==> config.mk <==
export PLATFORM = sky130hd
export DESIGN_NAME = song_sequencer
export DESIGN_NICKNAME = d
export VERILOG_FILES = /design/src/rtl/song_sequencer.sv
export SDC_FILE = /design/constraint.sdc
export NUM_CORES = 1
export LEC_CHECK = 0
export CAP_MARGIN = 20
export CORE_MARGIN = 5
export CORE_UTILIZATION = 48
export CTS_BUF_LIST = sky130_fd_sc_hd__clkbuf_8
export DETAILED_ROUTE_END_ITERATION = 10
export HOLD_SLACK_MARGIN = 0.08
export PLACE_DENSITY = 0.88
export SLEW_MARGIN = 0
export SYNTH_ARGS = -nofsm -noshare
export SYNTH_HDL_FRONTEND = slang
export SYNTH_SLANG_ARGS = --single-unit
==> constraint.sdc <==
create_clock -name clk -period 1.9 [get_ports clk]
set_input_delay 0.38 -clock clk [delete_from_list [all_inputs] [get_ports clk]]
set_output_delay 0.38 -clock clk [all_outputs]
set_load 0.005 [all_outputs]
==> src/rtl/song_sequencer.sv <==
// Song playback controller: walks the note memory, holds each note for its beat count
// and drives the tone generator. A zero-duration word marks the end of the song.
module song_sequencer #(
    parameter int SONG_LEN    = 12,
    parameter int ENC_LEN     = 12,
    parameter int ADDR_W      = 6,
    parameter int BEAT_CYCLES = 1000
) (
    input  logic                clk,
    input  logic                rst_n,
    input  logic                play,
    input  logic                stop,
    input  logic                loop_en,
    input  logic [ENC_LEN-1:0]  mem_data,
    output logic [ADDR_W-1:0]   mem_addr,
    output logic [ENC_LEN-5:0]  tone,
    output logic                tone_valid,
    output logic                busy,
    output logic                done
);

    localparam int CNT_W = (BEAT_CYCLES > 2) ? $clog2(BEAT_CYCLES) : 1;
    localparam logic [CNT_W-1:0]  BEAT_LAST = CNT_W'(BEAT_CYCLES - 1);
    localparam logic [ADDR_W-1:0] ADDR_LAST = ADDR_W'(SONG_LEN - 1);

    typedef enum logic [1:0] {
        IDLE,
        FETCH,
        HOLD,
        DONE
    } state_t;

    state_t              state, state_nxt;
    logic [ADDR_W-1:0]   addr_nxt;
    logic [ENC_LEN-5:0]  tone_nxt;
    logic [3:0]          beats_left, beats_nxt;
    logic [CNT_W-1:0]    beat_cnt, cnt_nxt;
    logic                done_pulse, done_nxt;

    always_ff @(posedge clk or negedge rst_n) begin
        if (!rst_n) begin
            state      <= IDLE;
            mem_addr   <= '0;
            tone       <= '0;
            beats_left <= '0;
            beat_cnt   <= '0;
            done_pulse <= 1'b0;
        end else begin
            state      <= state_nxt;
            mem_addr   <= addr_nxt;
            tone       <= tone_nxt;
            beats_left <= beats_nxt;
            beat_cnt   <= cnt_nxt;
            done_pulse <= done_nxt;
        end
    end

    // Stop overrides everything; done is only raised on the transition into DONE
    always_comb begin
        state_nxt = state;
        addr_nxt  = mem_addr;
        tone_nxt  = tone;
        beats_nxt = beats_left;
        cnt_nxt   = beat_cnt;
        done_nxt  = 1'b0;
        if (stop) begin
            state_nxt = IDLE;
            addr_nxt  = '0;
            beats_nxt = '0;
            cnt_nxt   = '0;
        end else begin
            case (state)
                IDLE: begin
                    if (play) begin
                        state_nxt = FETCH;
                        addr_nxt  = '0;
                    end
                end
                FETCH: begin
                    tone_nxt  = mem_data[ENC_LEN-1:4];
                    beats_nxt = mem_data[3:0];
                    cnt_nxt   = '0;
                    if (mem_data[3:0] == 4'd0) begin
                        state_nxt = DONE;
                        done_nxt  = 1'b1;
                    end else begin
                        state_nxt = HOLD;
                    end
                end
                HOLD: begin
                    if (beat_cnt == BEAT_LAST) begin
                        cnt_nxt   = '0;
                        beats_nxt = beats_left - 4'd1;
                        if (beats_left == 4'd1) begin
                            if (mem_addr < ADDR_LAST) begin
                                addr_nxt  = mem_addr + 1'b1;
                                state_nxt = FETCH;
                            end else if (loop_en) begin
                                addr_nxt  = '0;
                                state_nxt = FETCH;
                            end else begin
                                state_nxt = DONE;
                                done_nxt  = 1'b1;
                            end
                        end
                    end else begin
                        cnt_nxt = beat_cnt + 1'b1;
                    end
                end
                DONE: begin
                    if (play) begin
                        state_nxt = FETCH;
                        addr_nxt  = '0;
                    end
                end
                default: state_nxt = IDLE;
            endcase
        end
    end

    assign tone_valid = (state == HOLD);
    assign busy       = (state == FETCH) || (state == HOLD);
    assign done       = done_pulse;

endmodule

After elaboration in Yosys (flattened, before gate mapping)
Index checks and enable logic that the tools add are counted.
{"block": "totals", "regBits": 31, "latch_bits": 0, "ramBits": 0, "rom_bits": 0, "inputBits": 17, "output_inout_bits": 17, "elab_cells": 58, "memories": 0}
{"block": "op_classes", "add_sub_neg": 3, "multipliers": 0, "div": 0, "magnitude_cmp": 1, "n_eq_ne": 9, "shift": 0, "n_mux": 28, "n_bitwise": 1, "reduce_logical": 10}
{"operator": "6-bit 2-to-1 mux", "n": 6}
{"operator": "10-bit 2-to-1 mux", "n": 2}
{"operator": "10-bit one-hot mux with 2 select lines", "n": 1}
{"operator": "2-bit 2-to-1 mux", "n": 6}
{"operator": "6-bit one-hot mux with 2 select lines", "n": 1}
{"operator": "10-bit by 1-bit adder with 10-bit output, second input constant", "n": 1}
{"operator": "10-bit equality test, second input constant", "n": 1}
{"operator": "4-bit 2-to-1 mux", "n": 2}
{"operator": "4-bit one-hot mux with 2 select lines", "n": 1}
{"operator": "1-bit 2-to-1 mux", "n": 7}
{"operator": "6-bit by 1-bit adder with 6-bit output, second input constant", "n": 1}
{"operator": "6-bit by 4-bit < comparator with 1-bit output, second input constant", "n": 1}
{"operator": "3-bit by 2-bit != test with 1-bit output, second input constant", "n": 2}
{"operator": "2-bit one-hot mux with 3 select lines", "n": 1}
{"operator": "3-bit nonzero test", "n": 2}
{"operator": "5-bit AND reduction", "n": 1}
{"operator": "2-bit equality test, second input constant", "n": 2}
{"operator": "4-bit by 1-bit equality test with 1-bit output, second input constant", "n": 1}
{"operator": "4-bit zero test", "n": 1}
{"operator": "4-bit by 3-bit != test with 1-bit output, second input constant", "n": 1}
{"operator": "2-bit AND reduction", "n": 2}
{"operator": "4-bit by 1-bit subtractor with 4-bit output, second input constant", "n": 1}
{"operator": "3-bit by 1-bit != test with 1-bit output, second input constant", "n": 1}
{"operator": "3-bit AND reduction", "n": 1}
{"operator": "other kinds (6)", "n": 6}

Longest topological paths before layout
{"block": "depth", "depth_word": 6, "depth_mapped": 8, "depth_no_buf": 7}

Least setup slack after synthesis
Ideal clock, no wire load.
{"block": "synth_timing", "path_type": "register to register", "from": "reg state[0]", "to": "reg mem_addr[0]", "setup_time_ns": 0.119, "arrival_time_ns": 1.726, "required_time_ns": 1.781, "slack_ns": 0.055, "path_stages_with_launch": 8, "path_buffers": 0, "cell_sequence": "dfrtp_1 -> inv_1 -> ha_1 -> mux2_2 -> a311o_1 -> o211ai_4 -> nor3_1 -> a21o_2"}
{"item": "from (decl)", "line_no": "33", "text": "state_t state, state_nxt;"}
{"item": "from (signal assigned)", "line_no": "49", "text": "state <= state_nxt;"}
{"item": "2-bit equality test *"}
{"item": "net tone_valid", "line_no": "17", "text": "output logic tone_valid,"}
{"item": "4-bit by 3-bit != test with 1-bit output (no line) (tied with other cells)"}
{"item": "5-bit AND reduction (no line) or 6-bit 2-to-1 mux (tied branches)"}
{"item": "to (signal assigned)", "line_no": "50", "text": "mem_addr <= addr_nxt;"}
{"item": "to (decl)", "line_no": "15", "text": "output logic [ADDR_W-1:0] mem_addr,"}
The timed path passes the listed nets; every way through them passes the cells marked *.
A chain may end at the register's enable or synchronous reset.

Final worst setup path
{"block": "layout_timing", "from": "reg beats_left[1]", "to": "reg mem_addr[3]"}
{"block": "layout_between", "elab_chain_len": 3}
{"item": "from (decl)", "line_no": "36", "text": "logic [3:0] beats_left, beats_nxt;"}
{"item": "from (signal assigned)", "line_no": "52", "text": "beats_left <= beats_nxt;"}
{"item": "4-bit by 1-bit equality test with 1-bit output", "line_no": "94", "text": "if (beats_left == 4'd1) begin"}
{"item": "3-bit by 2-bit != test with 1-bit output (no line)"}
{"item": "5-bit AND reduction (no line)"}
Every way passes these cells.

==> flow_metrics.tcl <==
set metrics [dict create \
    die-area_mm2 0.00479 \
    die_x_um 69.2 \
    drive_gt1_frac 0.277 \
    path_max_fanout 7 \
    core_mm2 0.00336 \
    power_frac_seq 0.326 \
    drtAntennaViolNets 0 \
    cts_hold_buf 0 \
    vias 1510 \
    final_area_mm2 0.00243 \
    swShare 0.322 \
    root_buffer "clkbuf_8" \
    fin_ws_ns -0.0250 \
    yosysTopAreaCellShare 0.461 \
    grt_pass1_wl_um 6630 \
    worst_pin_slew_ns 0.406 \
    die_y_um 69.2 \
    grt_use_met3 0.0681 \
    avgRoutedWirePerCell_um 14.8 \
    instances_no_fill 277 \
    post_dp_cell_area_mm2 0.00227 \
    fmax_mhz 519 \
    portBuffers 33 \
    first_pass_iters 4 \
    cp.required_ns 2.09 \
    cts_tree "done" \
    critPathKind "reg2reg" \
    timing.critical_path.buf_inv 2 \
    cts_buffer_depth 2 \
    synthArstFlopShare 1.00 \
    slew_headroom 0.729 \
    synthSimpleGateAreaFrac 0.192 \
    skew_ns 0.00307 \
    hold_viol_final 0 \
    grt-busiest-layer "met2" \
    cap_violations 0 \
    gp_congestion 0.946 \
    yosysMostFrequentCell "dfrtp_1" \
    antenna_found_initial 0 \
    use_met1 0.203 \
    crit_family "simple AND/OR/NAND/NOR gates" \
    pin_count 34 \
    ys.flop_type "dfrtp_1" \
    viasPerCell 5.45 \
    fin_crit_ns 1.92 \
    n_antenna_cell 0 \
    hold_class "in2async" \
    syn-num-nets 186 \
    wl_um 4100 \
    power-per-cell-area_mw_per_mm2 1140 \
    mappedNetlistArea_mm2 0.00168 \
    initial_core_util 0.500 \
    drt-initial-drc-count 101 \
    arrival_ns 2.11 \
    synthCells 163 \
    ir_drop_v 0.000740 \
    cts_buffers 5 \
    intPower_w 0.00189 \
    clock_sinks 31 \
    min_period_over_period 1.01 \
    grtUsageMet2 0.271 \
    grt_pass1_vias 1474 \
    clk_latency_ns 0.29 \
    syn_to_final_growth_pct 44.7 \
    setup_viol 1 \
    slowest_stage "dfrtp_1" \
    synth_edf_count 0 \
    leakagePower_nw 1.08 \
    slew_violations 0 \
    track_usage 0.175 \
    switchingPower_w 0.000895 \
    synth_compound_gate_area_share 0.186 \
    synth_common_cells "31 x dfrtp_1, 19 x o21ai_0, 13 x nand2_1" \
    grt_max_degree 32 \
    synth-xor-area-share 0.00521 \
    finalNetCount 253 \
    violations "setup timing" \
    ys_top_cells_by_area "dfrtp_1 46%, mux2_2 6.7%, o21ai_0 5.7%, ha_1 4.5%, o31ai_1 3.1%" \
    rows 21 \
    clk_pin_slew_ns 0.06 \
    synthAdderAreaFrac 0.0446 \
    crit_path_cell_trace "inv_2 -> ha_4 -> or3b_4 -> nor4_4 -> o211ai_4 -> buf_4 -> o41ai_2" \
    holdWs_ns 0.489 \
    dp.final_hpwl_um 3010 \
    yosysUniqueCellTypes 38 \
    drc 0 \
    grt-ovfl-total 0 \
    h-tree-depth 2 \
    synth_seq_area_share 0.461 \
    slowest_delay_ns 0.39 \
    setup-tns-final_ns -0.0250 \
    power_frac_clock 0.202 \
    crit_path_end_kind "flop" \
    run_status "complete, but fails checks" \
    yosysTopAreaCell "dfrtp_1" \
    ys_seq_elements 31 \
    yosys_warnings 0 \
    synth_top_family_by_area "simple AND/OR/NAND/NOR gates" \
    crit_path_start_kind "flop" \
    rsz0062_at_grt "yes" \
    dp.cells 266 \
    combPwrFrac 0.472 \
    avgSynthCellArea_um2 10.3 \
    synthMuxAreaShare 0.0729 \
]
## layout by cell type (no fill, tap or decap), types with 2 or more instances in the layout
cell type and count:
dfrtp_1 31, nand2b_1 2, clkdlybuf4s50_1 31, nor2b_1 5
a31oi_1 2, nor2_1 9, inv_2 2, a21oi_1 4
buf_6 2, clkbuf_8 7, and2_2 2, nor3_1 5
o21ai_0 17, nand3_1 6, nand2_1 13, o31ai_1 7
mux2_2 10, nand3b_1 2, ha_1 4, inv_1 11
o21ai_1 2, and3_1 4, buf_4 28
## per-stage QoR
stage | worst slack [ns] | util | total power (W)
2_1_floorplan | 0.0549 | - | 0.00148
3_3_place_gp | -0.0547 | 0.676 | 0.00208
3_5_place_dp | -0.106 | 0.676 | 0.00214
4_1_cts | -0.0154 | 0.707 | 0.00271
5_1_grt | -0.0857 | 0.724 | 0.00298
6_report | -0.0250 | 0.724 | 0.00278
## sequential cells by signal (all words and copies together), names as in the netlist
register and count:
beat_cnt 10, beats_left 4, done 1, mem_addr 6
state 2, tone 8
## routing by layer
layer	up-vias	routed length, um
met5	-	0
met4	0	92
met3	11	253
met2	52	1980
met1	726	1770
li1	721	-
## final timing paths
check                      cells after the start  slack (ns)                 endpoint                       from
setup / recovery                               7       -0.02  mem_addr[3]$_DFFE_PN0P_  beats_left[1]$_DFFE_PN0P_
hold / removal                                 2        0.49  beat_cnt[6]$_DFFE_PN0P_                      rst_n
setup reg to reg                               7       -0.02  mem_addr[3]$_DFFE_PN0P_  beats_left[1]$_DFFE_PN0P_
hold reg to reg                                1        0.50      tone[5]$_DFFE_PN0P_        tone[5]$_DFFE_PN0P_
max in group asynchronous                      2        1.11      tone[4]$_DFFE_PN0P_                      rst_n
min in group clk                               1        0.50      tone[5]$_DFFE_PN0P_        tone[5]$_DFFE_PN0P_
## power groups by stage
stage | sequential (W) | combinational, W | clock, W
2_1_floorplan | 0.000925 | 0.000551 | 0
3_3_place_gp | 0.000901 | 0.00118 | 0
3_5_place_dp | 0.000911 | 0.00123 | 0
4_1_cts | 0.000902 | 0.00123 | 0.000575
5_1_grt | 0.000925 | 0.00143 | 0.000620
6_report | 0.000905 | 0.00131 | 0.000563
## worst reg2reg max path, delay by kind of cell, from the launching register on
kind	cells	cell delay (ns)
flip-flops	1	0.39
buffers and inverters	2	0.25
adder cells (fa/ha/maj)	1	0.12
AO/OA/AOI/OAI	2	0.44
AND/OR/NAND/NOR	2	0.63
## kinds of logic after synthesis
group	Yosys count
xor+xnor	1
flops	31
compound gates	43
mux	11
buf+inv	16
fa+ha+maj	6
simple gates	55
## final cells by class
cell class	instances	area, um2
fillers	239	930
clock inverters	1	3.75
repair buffers	64	582
well taps	46	57.6
clock buffers	7	96.3
flip-flops and latches	31	776
inverters	12	45.0
multi-input cells	116	873
## timing repair
item	CTS	global route
setup buffers	0	3
pin swaps	3	0
setup endpoints to repair	8	8
resized for setup	5	9
Power figures use the tool's default switching activity.
